## config.mk

```make
export PLATFORM = sky130hd
export DESIGN_NAME = f_pc_gen
export DESIGN_NICKNAME = d
export VERILOG_FILES = /design/src/rtl/f_pc_gen.sv
export SDC_FILE = /design/constraint.sdc
export NUM_CORES = 1
export LEC_CHECK = 0
export ABC_AREA = 1
export BUFFER_PORTS_ARGS = -buffer_cell sky130_fd_sc_hd__buf_2
export CAP_MARGIN = 10
export CORE_ASPECT_RATIO = 0.7
export CORE_UTILIZATION = 28
export DETAILED_ROUTE_END_ITERATION = 6
export SYNTH_ARGS = -nofsm -noshare
export SYNTH_HDL_FRONTEND = slang
export SYNTH_SLANG_ARGS = --single-unit
```

## constraint.sdc

```tcl
create_clock -name clk -period 4.2 [get_ports clk]
set_clock_uncertainty 0.05 [all_clocks]
set_input_delay 0.42 -clock clk [delete_from_list [all_inputs] [get_ports clk]]
set_output_delay 0.42 -clock clk [all_outputs]
set_load 0.005 [all_outputs]
```

## src/rtl/f_pc_gen.sv

```systemverilog
// Fetch-stage PC generator: holds the fetch PC, resolves the next PC from D-stage
// control flow, buffers redirects that arrive during a stall, and flags illegal fetches.
module f_pc_gen #(
    parameter logic [31:0] RESET_PC = 32'h0000_3000,
    parameter int unsigned IM_WORDS = 4096
) (
    input  logic        clk,
    input  logic        reset,
    input  logic        stall,
    input  logic [31:0] PC_D,
    input  logic        br_take,
    input  logic [15:0] br_imm,
    input  logic        j_en,
    input  logic [25:0] j_index,
    input  logic        jr_en,
    input  logic [31:0] jr_target,
    output logic [31:0] PC_F,
    output logic        clear_F,
    output logic        fetch_fault,
    output logic [7:0]  fault_cnt
);

    // Computed one bit wider so a window ending at 2^32 cannot wrap.
    localparam logic [32:0] PcLimit = {1'b0, RESET_PC} + (33'(IM_WORDS) << 2);

    logic [31:0] pc_q, pc_d;
    logic        pend_valid_q, pend_valid_d;
    logic [31:0] pend_target_q, pend_target_d;
    logic        fetch_fault_q, fetch_fault_d;
    logic [7:0]  fault_cnt_q, fault_cnt_d;

    logic [31:0] pcd_plus4;
    logic [31:0] br_target;
    logic [31:0] j_target;
    logic [31:0] redir_target;
    logic        redir;
    logic        illegal;

    // Redirect target, jr > j > br.
    always_comb begin
        pcd_plus4    = PC_D + 32'd4;
        br_target    = pcd_plus4 + {{14{br_imm[15]}}, br_imm, 2'b00};
        j_target     = {pcd_plus4[31:28], j_index, 2'b00};
        redir        = jr_en | j_en | br_take;
        redir_target = br_target;
        if (jr_en) begin
            redir_target = jr_target;
        end else if (j_en) begin
            redir_target = j_target;
        end
    end

    always_comb begin
        illegal = (pc_q[1:0] != 2'b00)
                | ({1'b0, pc_q} < {1'b0, RESET_PC})
                | ({1'b0, pc_q} >= PcLimit);
    end

    always_comb begin
        pc_d          = pc_q;
        pend_valid_d  = pend_valid_q;
        pend_target_d = pend_target_q;
        fetch_fault_d = fetch_fault_q;
        fault_cnt_d   = fault_cnt_q;

        if (stall) begin
            // Newest redirect seen during the stall wins.
            if (redir) begin
                pend_valid_d  = 1'b1;
                pend_target_d = redir_target;
            end
        end else begin
            pend_valid_d = 1'b0;
            if (redir) begin
                pc_d = redir_target;
            end else if (pend_valid_q) begin
                pc_d = pend_target_q;
            end else begin
                pc_d = pc_q + 32'd4;
            end
            // A stalled illegal fetch is counted once, when it is released.
            if (illegal) begin
                fetch_fault_d = 1'b1;
                if (fault_cnt_q != 8'hFF) begin
                    fault_cnt_d = fault_cnt_q + 8'd1;
                end
            end
        end
    end

    always_ff @(posedge clk) begin
        if (reset) begin
            pc_q          <= RESET_PC;
            pend_valid_q  <= 1'b0;
            pend_target_q <= 32'd0;
            fetch_fault_q <= 1'b0;
            fault_cnt_q   <= 8'd0;
        end else begin
            pc_q          <= pc_d;
            pend_valid_q  <= pend_valid_d;
            pend_target_q <= pend_target_d;
            fetch_fault_q <= fetch_fault_d;
            fault_cnt_q   <= fault_cnt_d;
        end
    end

    assign PC_F        = pc_q;
    assign clear_F     = illegal;
    assign fetch_fault = fetch_fault_q;
    assign fault_cnt   = fault_cnt_q;

endmodule
```

; Yosys cells after proc, flatten, opt, wreduce, memory -nomap -nowiden
; Index checks and enable logic that the tools add are counted.
[totals]
register_bits = 74
inputBits = 112
out_inout_bits = 42
elab_cells = 26
[op_classes]
addsub = 4
order_cmp = 2
n_eq_ne = 1
n_mux = 4
n_bitwise = 5
reduce_logical = 5
[op_table]
columns = operator, n
row1 = two-way mux 32 bit, 4
row2 = "adder 32 x 3 -> 32 bit, second input constant", 2
row3 = adder 32 bit, 1
row4 = ">= comparator 32 x 15 -> 1 bit, second input constant", 1
row5 = "less-than comparator 32 x 14 -> 1 bit, second input constant", 1
row6 = "adder 8 x 1 -> 8 bit, second input constant", 1
row7 = "inequality test 8 bit, second input constant", 1
row8 = OR 1 bit, 4
row9 = AND reduction 2 bit, 2
row10 = AND reduction 3 bit, 1
row11 = nonzero test 2 bit, 1
row12 = OR reduction 2 bit, 1
row13 = NOT 1 bit, 1

; Longest topological paths before layout
; Gate-level depths: netlist of run 1.
[logic_depth]
word_depth = 5
ltp_mapped = 26
ltp_nobuf = 26

; Worst setup path after synthesis of run 1
; Ideal clock, no wire load.
[synth_timing]
path_type = input-to-reg
startpoint = input PC_D[2]
endpoint = register pend_target_q[27]
setup_ps = 115
t_arrival_ps = 2880
required_ps = 4035
path_slack_ps = 1155
path_stages = 20
path_buffers = 0
cell_sequence = ha_1 > nand2_1 > inv_1 > nand2_1 > nor3_1 > nor4b_2 > nand2_1 > xor2_1 > ha_1 > nand2_1 > nor2_1 > inv_1 > nor3_1 > nand2_1 > nand3_1 > nand3_1 > nand2_1 > nand2_1 > o21ai_0 > inv_1
[synth_between]
elab_chain_cells = 4
[synth_lines]
columns = item, line_no
row1 = start: declaration, 10  ; input logic [31:0] PC_D,
row2 = adder 32 x 3 -> 32 bit, 41  ; pcd_plus4 = PC_D + 32'd4;
row3 = adder 32 bit, 42  ; br_target = pcd_plus4 + {{14{br_imm[15]}}, br_imm, 2'b00};
row4 = two-way mux 32 bit, 48  ; end else if (j_en) begin
row5 = two-way mux 32 bit, 46  ; if (jr_en) begin
row6 = end signal: assignment, 101  ; pend_target_q <= pend_target_d;
row7 = end: declaration, 28  ; logic [31:0] pend_target_q, pend_target_d;
; Every way passes these cells.
; A chain may end at the register's enable or synchronous reset.

; Worst setup path after layout of run 1
[layout_timing]
startpoint = input PC_D[2]
endpoint = register pc_q[28] (netlist: PC_F[28])
[layout_between]
elab_chain_cells = 5
[layout_lines]
columns = item, line_no
row1 = adder 32 x 3 -> 32 bit *, 41
row2 = adder 32 bit, 42
row3 = two-way mux 32 bit *, 48
row4 = two-way mux 32 bit *, 46
row5 = two-way mux 32 bit *, 74  ; if (redir) begin
row6 = end signal: assignment, 99  ; pc_q <= pc_d;
row7 = end: declaration, 26  ; logic [31:0] pc_q, pc_d;
; Every way passes the cells marked *; elsewhere a longest branch is shown, timed or not.

==> results.py, run 1 <==
metrics = {
    "setup_path": {
        "r2r-end": "PC_F[30]",
        "cp.required_ns": 4.42,
        "r2r_cells": 11,
        "max_stage_delay_ns": 0.37,
        "cp_slowest_cell": "ha_1",
        "endpoint_kind": "flop",
        "r2r_start": "PC_F[2]",
        "cp_common_cell": "nand2_1",
        "path_class": "primary input to flop",
        "worstPathArrival_ns": 3.77,
        "reg2reg_slack_ns": 1.99,
        "worstPathMaxFanout": 5,
        "path_cells": "buf_2, ha_1, nand2_1, inv_1, nand2_1, nor3_1, buf_4, nor4b_2, nand2_1, xor2_1, ha_1, nand2_1, nor2_1, nand2_1, nor2_1, nand2_1, nand3_1, nand2_1, nand3_1, nand2_1, nand2_1, nand2_1, a21oi_1",
        "critPathLaunchType": "primary input",
    },
    "routing": {
        "drtPass1Iterations": 6,
        "drt-initial-drc-count": 803,
        "ant_nets": 0,
        "vias": 8788,
        "drc": 0,
        "wl_per_cell_um": 16.2,
        "wl_um": 29600,
        "vias_per_cell": 4.82,
    },
    "cts": {
        "postCtsHoldBufs": 0,
        "clock_latency_ns": 0.34,
        "numCtsBuffers": 9,
        "cts_buffer_depth": 2,
        "cts_tree": "yes",
        "cts_resized": 0,
        "htreeDepth": 3,
        "cts.reportedPaths.clkPinSlew_ns": 0.06,
        "cts-root-buf": "clkbuf_16",
        "cts_sinks": 74,
        "cts_setup_buffers": 0,
    },
    "synthesis": {
        "synth_top_area_share_pct": 19.4,
        "synth_edf_count": 0,
        "synth_cells": 1322,
        "syn_area_per_cell_um2": 5.76,
        "synth.largest_area_cell": "dfxtp_1",
        "synth_flop_cell": "dfxtp_1",
        "yosysMostFrequentCell": "nand2_1",
        "synthTopCellsByCount": "nand2_1 (388), inv_1 (183), nor2_1 (115), o21ai_0 (109), a21oi_1 (106)",
        "synth.cell_area_um2": 7620,
        "synth_area_leaders": "dfxtp_1 (19%), nand2_1 (19%), inv_1 (9.0%), o21ai_0 (7.2%), a21oi_1 (7.0%)",
        "synth_seq_area_share_pct": 19.4,
        "synth-async-reset-ratio_pct": 0,
        "synth-seq-cells": 74,
        "syn_nets": 1473,
        "yosys_warnings": 0,
        "synth_cell_types": 45,
    },
    "worst_hold_path": {
        "worstHoldPathType": "primary input to flop",
        "min_to": "pend_target_q[24]",
        "hold_path_startpoint": "jr_target[24]",
        "whs_path_depth": 5,
    },
    "final_layout": {
        "multi_input_area_um2": 5250,
        "final_util_pct": 33.8,
        "final_cells": 1822,
        "fillCellCount": 3082,
        "layout-drive-gt1-share_pct": 15.8,
        "syn_to_final_growth_pct": 18.7,
        "diodes": 0,
        "register_area_um2": 1480,
        "nets": 1605,
    },
    "grt": {
        "grt_max_degree": 54,
        "antenna_found_initial": 2,
        "grt_usage_pct": 21.3,
        "grt_pass1_vias": 8074,
        "grt_pass1_wl_um": 46100,
        "globalRouteOverflowTotal": 0,
    },
    "job": {
        "drv_cap": 0,
    },
    "timing": {
        "fin_crit_ns": 3.56,
        "max_slew_margin_pct": 20.9,
        "setup_viol": 0,
        "timing.final.crit_share_pct": 84.7,
        "grt_setup_unrepaired": "no",
        "slew_viol_final": 0,
        "finalHoldViolCount": 0,
        "tightest_slew_ns": 1.18,
        "fin_setup_tns_ns": 0,
        "max_freq_mhz": 281,
    },
    "floorplan": {
        "io_pins": 154,
        "start_util_pct": 28.5,
        "die_x_um": 199,
        "dieArea_um2": 27900,
        "num_rows": 50,
        "coreArea_um2": 26700,
        "die_h_um": 140,
    },
    "placed_design": {
        "dpl.cell_count": 1807,
        "io_buffers": 153,
        "gp_congestion": 0.986,
        "place_hpwl_um": 24000,
    },
    "power_and_ir_drop": {
        "cellLeakagePower_uw": 0.00460,
        "peakVddDrop_v": 0.000165,
        "finalPower_uw": 2420,
        "p_per_area_nw_per_um2": 268,
    },
    "outcome": {
        "outcome": "finished, final reports clean",
    },
}
[cell usage in the layout (no fill, tap or decap), types with 22 or more instances in the layout]
cell     instances
dfxtp_1         74
nor2_1         115
nand2_1        388
inv_1          183
nand3_1         67
buf_2          153
xnor2_1         22
o21ai_0        109
ha_1            38
xor2_1          32
a21oi_1        106
[worst max path at each step]
stage               startpoint                end  slack [ns]  cells past startpoint
floorplan              PC_D[2]  pend_target_q[27]        1.15                     20
global placement       PC_D[2]  pend_target_q[30]        0.31                     22
detailed placement     PC_D[2]  pend_target_q[30]        0.40                     22
CTS                    PC_D[2]           PC_F[28]        0.73                     23
global route           PC_D[2]           PC_F[28]        0.35                     23
finish                 PC_D[2]           PC_F[28]        0.64                     23
[metrics by stage]
stage	instance area [um2]	hold slack, ns	worst slack (ns)
CTS	9040	0.385	0.733
detailed placement	8730	0.401	0.404
floorplan	7620	0.394	1.15
global placement	8730	0.395	0.310
finish	9040	0.383	0.645
global route	9040	0.411	0.345
[per-layer routing]
layer	wire [um]	global-route usage [%]	vias up
li1	-	-	4512
met1	15700	34.1	3946
met2	11400	29.6	308
met3	2300	3.68	18
met4	178	2.35	4
met5	27	0	-
[area by class of cell]
type | count | share of cell area [%]
flip-flops and latches | 74 | 16.4
inverters | 194 | 8.06
clock inverters | 5 | 0.886
multi-input cells | 1015 | 58.0
well taps | 364 | 5.04
clock buffers | 10 | 2.53
repair buffers | 160 | 9.05
[cells by family (layout without fill, tap and decap cells)]
| group | after synthesis | count (layout) | synth area share (%) |
|---|---|---|---|
| flip-flops | 74 | 74 | 19.4 |
| buffers and inverters | 233 | 369 | 11.7 |
| AND/OR/NAND/NOR | 666 | 666 | 38.0 |
| XOR/XNOR | 55 | 55 | 6.42 |
| adder cells (fa/ha/maj) | 39 | 39 | 6.50 |
| AO/OA/AOI/OAI | 255 | 255 | 18.0 |
[flip-flops by register name, summed over array words and instances, names as in the netlist]
| register | count |
|---|---|
| PC_F | 32 |
| fetch_fault | 1 |
| pend_target_q | 32 |
| pend_valid_q | 1 |
| fault_cnt | 8 |
[critical path: cells and delay by family]
kind,cells,cell delay [ns]
and+or+nand+nor,16,2.08
buffers and inverters,3,0.35
AOI/OAI and AO/OA,1,0.13
xor gates and xnor gates,1,0.17
adders and majority gates,2,0.63
[report_power, final]
part,internal (uW),total (uW),switching [uW]
clock,516,831,315
sequential,757,815,57.6
combinational,273,777,503
Note: power is estimated with default switching activity, not from simulation.
==> run 2, diff against run 1 <==
clock period = 3.1 ns   (was 4.2 ns; I/O delays follow)
==> results.py, run 2 (synthesis gave the netlist of run 1 again) <==
metrics = {
    "timing": {
        "slew_viol_final": 0,
        "max_slew_margin_pct": 46.7,
        "finalHoldViolCount": 0,
        "setup_viol": 0,
        "fin_crit_ns": 2.93,
        "max_freq_mhz": 341,
        "timing.final.crit_share_pct": 94.7,
        "tightest_slew_ns": 0.799,
        "fin_setup_tns_ns": 0,
    },
    "floorplan": {
        "coreArea_um2": 26700,
        "die_x_um": 199,
        "start_util_pct": 28.5,
        "io_pins": 154,
        "num_rows": 50,
        "die_h_um": 140,
        "dieArea_um2": 27900,
    },
    "cts": {
        "cts_sinks": 74,
        "cts.reportedPaths.clkPinSlew_ns": 0.06,
        "cts_buffer_depth": 2,
        "clock_latency_ns": 0.35,
        "htreeDepth": 3,
        "cts_tree": "yes",
        "cts-root-buf": "clkbuf_16",
        "postCtsHoldBufs": 0,
        "numCtsBuffers": 9,
    },
    "placed_design": {
        "place_hpwl_um": 25300,
        "gp_congestion": 0.933,
        "io_buffers": 153,
        "dpl.cell_count": 1916,
    },
    "routing": {
        "met3_length_um": 2500,
        "vias_per_cell": 4.85,
        "wl_per_cell_um": 16.1,
        "wl_met2_um": 12700,
        "drt-met1-wl_um": 15800,
        "vias": 9401,
        "drc": 0,
        "drt-initial-drc-count": 718,
        "routed.top_layer": "met4",
        "drtPass1Iterations": 5,
        "wl_um": 31200,
        "ant_nets": 0,
    },
    "final_layout": {
        "fillCellCount": 3006,
        "final_cell_mix": "nand2_1 (379), inv_1 (183), buf_2 (153), buf_4 (122)",
        "final_cells": 1938,
        "mostFrequentLayoutCell": "nand2_1",
        "nets": 1720,
        "register_area_um2": 1480,
        "syn_to_final_growth_pct": 33.4,
        "multi_input_area_um2": 5490,
        "diodes": 0,
        "layout-drive-gt1-share_pct": 24.8,
    },
    "grt": {
        "antenna_found_initial": 0,
        "grt_pass1_wl_um": 48000,
        "grt_pass1_vias": 8618,
        "grt_max_degree": 54,
        "globalRouteOverflowTotal": 0,
        "grt_usage_pct": 22.4,
    },
    "setup_path": {
        "cp.required_ns": 3.33,
        "max_stage_delay_ns": 0.37,
        "critPathLaunchType": "primary input",
        "path_cells": "buf_2, buf_4, nand2_1, nor2_4, nand2_2, buf_4, nor2_1, xor2_1, ha_1, nand2_1, buf_4, nor2_1, nand3_1, nand3_1, nand2_1, a21oi_1, nor2_4, o21ai_1, nand2_1, a21oi_1",
        "worstPathMaxFanout": 5,
        "cp_common_cell": "nand2_1",
        "cp_top_family": "simple AND/OR/NAND/NOR gates",
        "worstPathArrival_ns": 3.17,
        "cp_slowest_cell": "ha_1",
        "endpoint_kind": "flop",
        "cp.buffers_inverters": 4,
        "path_class": "primary input to flop",
    },
    "power_and_ir_drop": {
        "cellLeakagePower_uw": 0.00522,
        "p_sw_share_pct": 35.8,
        "pwr-share-seq_pct": 31.5,
        "p_per_area_nw_per_um2": 345,
        "p_int_uw": 2250,
        "netSwitchingPower_uw": 1260,
        "power_frac_clock_pct": 33.0,
        "peakVddDrop_v": 0.000308,
        "p_comb_share_pct": 35.6,
    },
    "worst_hold_path": {
        "worstHoldPathType": "primary input to flop",
    },
    "job": {
        "drv_cap": 0,
    },
    "outcome": {
        "outcome": "finished, final reports clean",
    },
}
## run 2: layer usage
metal / GRT usage [%] / up-vias
met5: 0 / -
met4: 2.96 / 0
met3: 3.85 / 19
met2: 33.0 / 360
met1: 34.1 / 4281
li1: - / 4741
## run 2: power by group through the flow
stage | clock network (uW) | registers (uW) | logic (uW)
after floorplan | 0 | 1100 | 675
after global placement | 0 | 1120 | 1180
after detailed placement | 0 | 1120 | 1180
after CTS | 1180 | 1100 | 1190
after global routing | 1210 | 1110 | 1390
final | 1160 | 1100 | 1250
## run 2: stage by stage
stage / utilization, % / hold slack [ns] / setup WS (ns) / total power (uW) / instance area [um2]
6_report: 38.0 / 0.238 / 0.166 / 3510 / 10200
5_1_grt: 38.0 / 0.277 / -0.0256 / 3720 / 10200
4_1_cts: 37.0 / 0.244 / 0.0308 / 3470 / 9880
3_5_place_dp: 35.7 / 0.401 / -0.449 / 2300 / 9550
3_3_place_gp: 35.7 / 0.399 / -0.480 / 2300 / 9550
2_1_floorplan: - / 0.394 / 0.165 / 1780 / 7620
## run 2: final timing paths
check                                    from           endpoint  slack, ns  cells past startpoint
worst max-delay path                  PC_D[3]           PC_F[20]       0.17                     20
worst min-delay path            jr_target[27]  pend_target_q[27]       0.24                      5
worst max register to register        PC_F[2]           PC_F[30]       0.85                     11
worst min register to register    fetch_fault        fetch_fault       0.40                      2
## run 2: worst reg2reg max path: stages, from the launching register on
cell,delay (ns)
dfxtp_1,0.49
ha_1,0.25
nand3_2,0.14
inv_2,0.14
nand2_2,0.09
nor2_4,0.16
nand4_4,0.17
nor2_4,0.18
nand2_2,0.08
xnor2_2,0.14
a21oi_1,0.17
a21oi_2,0.07
## run 2: what timing repair did
| action | CTS | global route |
|---|---|---|
| setup endpoints to repair | 2 | 28 |
| pin swaps | 0 | 16 |
| setup buffers | 0 | 6 |
| gates resized for setup | 2 | 60 |
## run 2: final cells by class
cell class	count	share of cell area [%]
Multi-Input combinational cell	1015	54.1
Tap cell	364	4.48
Timing Repair Buffer	275	16.6
Sequential cell	74	14.6
Clock inverter	5	0.764
Clock buffer	11	2.39
Inverter	194	7.17
